==> config.mk <==
export PLATFORM = sky130hd
export DESIGN_NAME = sel_inv_pipe
export DESIGN_NICKNAME = d
export VERILOG_FILES = /design/src/rtl/sel_inv_pipe.sv
export SDC_FILE = /design/constraint.sdc
export NUM_CORES = 1
export LEC_CHECK = 0
export ABC_AREA = 1
export BUFFER_PORTS_ARGS = -buffer_cell sky130_fd_sc_hd__buf_4
export CORE_MARGIN = 1
export CORE_UTILIZATION = 31
export CTS_CLUSTER_SIZE = 16
export DETAILED_ROUTE_END_ITERATION = 8
export SLEW_MARGIN = 0
export SYNTH_ARGS = -nofsm -noshare
export SYNTH_HDL_FRONTEND = slang
export SYNTH_SLANG_ARGS = --single-unit
==> constraint.sdc <==
create_clock -name clk -period 3.95 [get_ports clk]
set_clock_uncertainty 0.15 [all_clocks]
set_input_delay 0.395 -clock clk [delete_from_list [all_inputs] [get_ports clk]]
set_output_delay 0.395 -clock clk [all_outputs]
set_load 0.005 [all_outputs]
==> src/rtl/sel_inv_pipe.sv <==
// Channel select / optional invert feeding a DEPTH-stage valid/ready pipeline.
// Optional feature: define SEL_INV_PIPE_PARITY_EN to add q_par (even parity of q).
module sel_inv_pipe #(
  parameter int WIDTH    = 8,
  parameter int CHANNELS = 2,
  parameter int DEPTH    = 2,
  localparam int SELW    = $clog2(CHANNELS)
) (
  input  logic                      clk,
  input  logic                      rst,
  input  logic                      in_valid,
  output logic                      in_ready,
  input  logic [SELW-1:0]           sel,
  input  logic                      inv,
  input  logic [CHANNELS*WIDTH-1:0] din,
  output logic                      out_valid,
  input  logic                      out_ready,
`ifdef SEL_INV_PIPE_PARITY_EN
  output logic                      q_par,
`endif
  output logic [WIDTH-1:0]          q
);

  logic [WIDTH-1:0] data_p [DEPTH];
  logic [DEPTH-1:0] vld_p;
  logic [DEPTH-1:0] adv;
  logic             adv_nxt;
  logic             take;
  logic [WIDTH-1:0] word_c;
`ifdef SEL_INV_PIPE_PARITY_EN
  logic [DEPTH-1:0] par_p;
`endif

  // Unmatched select codes yield zero before the optional inversion.
  function automatic logic [WIDTH-1:0] pick_word(
    input logic [SELW-1:0]           s,
    input logic                      iv,
    input logic [CHANNELS*WIDTH-1:0] d
  );
    logic [WIDTH-1:0] w;
    w = '0;
    for (int k = 0; k < CHANNELS; k++) begin
      if (s == SELW'(k)) w = d[k*WIDTH +: WIDTH];
    end
    return w ^ {WIDTH{iv}};
  endfunction

  // Advance chain resolved from the output back to stage 0, so a full
  // pipeline can pop and push on the same edge.
  always_comb begin
    adv            = '0;
    adv[DEPTH-1]   = vld_p[DEPTH-1] && out_ready;
    adv_nxt        = adv[DEPTH-1];
    for (int i = DEPTH-2; i >= 0; i--) begin
      adv[i]  = vld_p[i] && (!vld_p[i+1] || adv_nxt);
      adv_nxt = adv[i];
    end
  end

  assign in_ready = !rst && (!vld_p[0] || adv[0]);
  assign take     = in_valid && in_ready;
  assign word_c   = pick_word(sel, inv, din);

  always_ff @(posedge clk) begin
    if (rst) begin
      vld_p <= '0;
      for (int i = 0; i < DEPTH; i++) data_p[i] <= '0;
`ifdef SEL_INV_PIPE_PARITY_EN
      par_p <= '0;
`endif
    end else begin
      // stage 0: capture
      if (take) begin
        data_p[0] <= word_c;
        vld_p[0]  <= 1'b1;
`ifdef SEL_INV_PIPE_PARITY_EN
        par_p[0]  <= ^word_c;
`endif
      end else if (adv[0]) begin
        vld_p[0]  <= 1'b0;
      end
      // stages 1..DEPTH-1: shift forward
      for (int i = 1; i < DEPTH; i++) begin
        if (adv[i-1]) begin
          data_p[i] <= data_p[i-1];
          vld_p[i]  <= 1'b1;
`ifdef SEL_INV_PIPE_PARITY_EN
          par_p[i]  <= par_p[i-1];
`endif
        end else if (adv[i]) begin
          vld_p[i]  <= 1'b0;
        end
      end
    end
  end

  assign q         = data_p[DEPTH-1];
  assign out_valid = vld_p[DEPTH-1];
`ifdef SEL_INV_PIPE_PARITY_EN
  assign q_par     = par_p[DEPTH-1];
`endif

endmodule

# After elaboration in Yosys (flattened, before gate mapping)
# Memory sizes are Yosys's and may differ from the RTL's.
# Index checks and enable logic that the tools add are counted.
# totals
mem_bits_ro	0
mem_count	1
out_inout_bits	10
inputBits	22
latch_bits	0
word_cells	32
register_bits	2
mem_bits_rw	16
# classes
bitwise	3
shifts	0
n_mux	15
n_reduce_logical	11
multipliers	0
eq_ne	0
add_sub_neg	0
n_div	0
n_lt_le_gt_ge	0
# memory_table
memory	depth	word_bits	read_ports	rd_ports_with_merged_regs	wr	line	text
data_p	2	8	2	0	2	24	logic [WIDTH-1:0] data_p [DEPTH];
# ops
cell	n
$mux W8	3
$mux W1	12
$xor A8 B8 Y8	1
$logic_and A1 B1 Y1	4
$reduce_bool A2 Y1	2
$logic_not A1 Y1	3
$logic_or A1 B1 Y1	2
$or A1 B1 Y1	2

# Logic depth before layout (Yosys ltp)
# logic_depth
ltp_word	10
mapped_depth	6

# Worst setup path before layout
# OpenSTA, ideal clock, no wires.
# synth_path
path_kind	input to register
start	input port out_ready
end	memory data_p[0][0], enable pin
required_time_ns	3.416
setup_time_ns	0.384
path_stages	4
arrival_ns	1.232
path_slack_ns	2.184
cell_sequence	inv_1 nand3_1 nand2_1 o21ai_0
# synth_rtl
item	line	text
start, declared	17	input logic out_ready,
end, declared	24	

==> metrics.md <==
| Metric | Value |
|---|---|
| Status | `complete, no violations` |
| Clk buf depth | `2` |
| Io pins | `32` |
| Internal | `300.0 µW` |
| Layout cell share with drive strength beyond 1 | `0.2532` |
| Cts hold-fix bufs | `0` |
| Clk Latency, worst-skew pair | `0.29 ns` |
| Fmax | `0.5406 GHz` |
| Largest net degree at the start of global routing | `18` |
| # DRC | `0` |
| Worst-Margin Slew | `between 0.9 and 1 ns` |
| Worst min-delay path class | `input pin to flop` |
| Crit path time final | `about 1.8 ns` |
| Worst Setup Slack, final | `2.100 ns` |
| Total grt overflow | `0` |
| H-tree lvl count | `1` |
| Final setup TNS | `0 ns` |
| Slew margin rel. | `0.3383` |
| Switching part of the total | `0.2435` |
| Top cells by area, synth | `edfxtp_1, nand2_1, inv_1, nand3_1, buf_4` |
| Via count | `851` |
| Clk network pwr share | `0.233` |
| MaxCap Viol Count | `0` |
| CTS Root Cell | `clkbuf_4` |
| Chip Height | `around 61 µm` |
| P per Cell Area | `306.8 mW/mm²` |
| Worst-path clk slew | `0.09 ns` |
| Area of the mapped netlist | `0.001096 mm²` |
| CTS buffer count | `3` |
| Slowest cell on crit path | `o21ai_0` |
| Final Setup Violations | `0` |
| WP data required | `~3.7 ns` |
| Area leader, netlist | `edfxtp_1` |
| Initial Util | `0.3259` |
| Max-slew violations | `0` |
| Syn nets | `158` |
| Net count, final | `181` |
| Die area | `0.003777 mm²` |
| First-pass GRT wire length | `2.746 mm` |
| Yosys cell types | `15` |
| Synth Warn # | `0` |
| FF+latch count, synth | `18` |
| Vias in the first global route | `between 600 and 700` |
| First DRT Iteration DRCs | `24` |
| CTS tree | `built` |
| PortBufs | `31` |
| Syn Inst Count | `approximately 140` |
| Post-synth top area share | `0.4384` |
| RSZ-0062 raised after global routing | `no` |
| Routed wire length | `1.791 mm` |
| GRT Resource Usage Total | `0.1017` |
| Seq/Total Area, Yosys | `0.4749` |
| Final hold slack | `0.1185 ns` |
| Fill count | `around 370` |
| FP Rows | `21` |
| Crit. End Element | `flop` |
| Drt wl/cell | `8.779 µm` |
| Critical Path Source Type | `flop` |
| CTS sink count | `18` |
| Seq pwr share | `0.577` |
| Die W | `between 60 and 70 µm` |
| Diode count | `0` |
| DP Worst Slack | `1.902 ns` |
| Crit Path Max Fanout | `8` |
| Final period util | `0.4683` |
| Via-to-Cell Ratio | `4.172` |
| Post-CTS Setup Repair Bufs | `0` |
| Peak per-stage delay on the critical path | `0.77 ns` |
| Placeable Area | `0.003363 mm²` |
| Critical Path, Cell by Cell | `nand3_1 > nand2_1 > o21ai_0` |
| Setup CP Type | `flop to flop` |
| Final Hold Violating Endpoints | `0` |
| Net Switching | `96.57 µW` |
| Initial antenna violation count | `0` |
| Lkg Pwr | `about 0.00065 µW` |
| Syn Area/Cell | `8.059 µm²` |
| Crit path DAT | `1.62 ns` |
| Combinational Power Share | `0.190` |
| DR pass1 iterations | `4` |
| Tot Pwr | `396.6 µW` |
| Synth-to-Final Area Change | `17.92%` |
| Max VDD drop | `0.07690 mV` |
| Post-cts resize count | `0` |
| GPL Wtd Cong | `0.7214` |
| Post-DRT Antenna Nets | `0` |
| DP Wirelength | `~1.4 mm` |
cells in the final DEF, fill, tap and decap left out:
| master | instances |
|---|---|
| nand2_1 | 36 |
| buf_4 | 31 |
| inv_1 | 30 |
| nand3_1 | 16 |
| edfxtp_1 | 16 |
| a21oi_1 | 8 |
| nor2_1 | 8 |
| clkbuf_4 | 3 |
| nand3_2 | 2 |
| a21oi_2 | 2 |
| dfxtp_1 | 2 |
| o21ai_0 | 1 |
| inv_6 | 1 |
| nand2_2 | 1 |
| clkbuf_1 | 1 |
state kept, by name (all words and copies together) (netlist names):
| name | flops |
|---|---|
| vld_p | 2 |
| data_p | 16 |
through the flow:
step | cells | util | area (µm²)
2_1_floorplan | 136 | - | 1096
3_3_place_gp | 200 | 0.3765 | 1266
3_5_place_dp | 200 | 0.3765 | 1266
4_1_cts | 204 | 0.3843 | 1292
5_1_grt | 204 | 0.3843 | 1292
6_report | 204 | 0.3843 | 1292
Yosys cell counts:
master / instances
a21oi_1: 8
a21oi_2: 2
buf_4: 8
buf_6: 4
buf_8: 1
dfxtp_1: 2
edfxtp_1: 16
inv_1: 30
inv_6: 1
nand2_1: 36
nand2_2: 1
nand3_1: 16
nand3_2: 2
nor2_1: 8
o21ai_0: 1
critical path: cells and delay by family (launching register included):
kind | cells | cell delay (ns)
flip-flops | 1 | 0.33
AO/OA/AOI/OAI | 1 | 0.77
AND/OR/NAND/NOR | 2 | 0.23
power by group through the flow:
stage / clock (µW) / combinational [µW] / sequential, µW
final: 92.3 / 75.5 / 229
after global routing: 104 / 85.8 / 230
after CTS: 94.7 / 76.6 / 229
after detailed placement: 0 / 76.3 / 233
after global placement: 0 / 74.3 / 233
after floorplan: 0 / 54.4 / 232
layout make-up:
| class | instances | area [µm²] | area share |
|---|---|---|---|
| Multi-Input combinational cell | 74 | 334.1 | 0.2585 |
| Timing Repair Buffer | 31 | 232.7 | 0.1801 |
| Clock buffer | 4 | 26.28 | 0.02033 |
| Sequential cell | 18 | 520.5 | 0.4027 |
| Inverter | 31 | 121.4 | 0.09390 |
| Tap cell | 46 | 57.56 | 0.04453 |
routing by layer:
metal / share of wire / GRT usage
met1: 0.43 / 0.1227
met2: 0.47 / 0.1646
met3: 0.073 / 0.01681
met4: 0.032 / 0.07302
met5: 0 / 0
cell families after synthesis:
| kind of cell | after synthesis | share of synthesized area |
|---|---|---|
| AND/OR/NAND/NOR | 63 | 0.2477 |
| buffers and inverters | 44 | 0.2203 |
| flip-flops | 18 | 0.4749 |
| AO/OA/AOI/OAI | 11 | 0.05708 |
path summary, 6_finish.rpt:
kind	from	slack (ns)	cells past startpoint	end
max	vld_p[0]	2.10	3	data_p[0][2]
min	rst	0.12	2	vld_p[0]
max reg2reg	vld_p[0]	2.10	3	data_p[0][2]
min reg2reg	vld_p[0]	0.36	2	vld_p[1]
No activity file was read; power rests on OpenSTA's default activity.
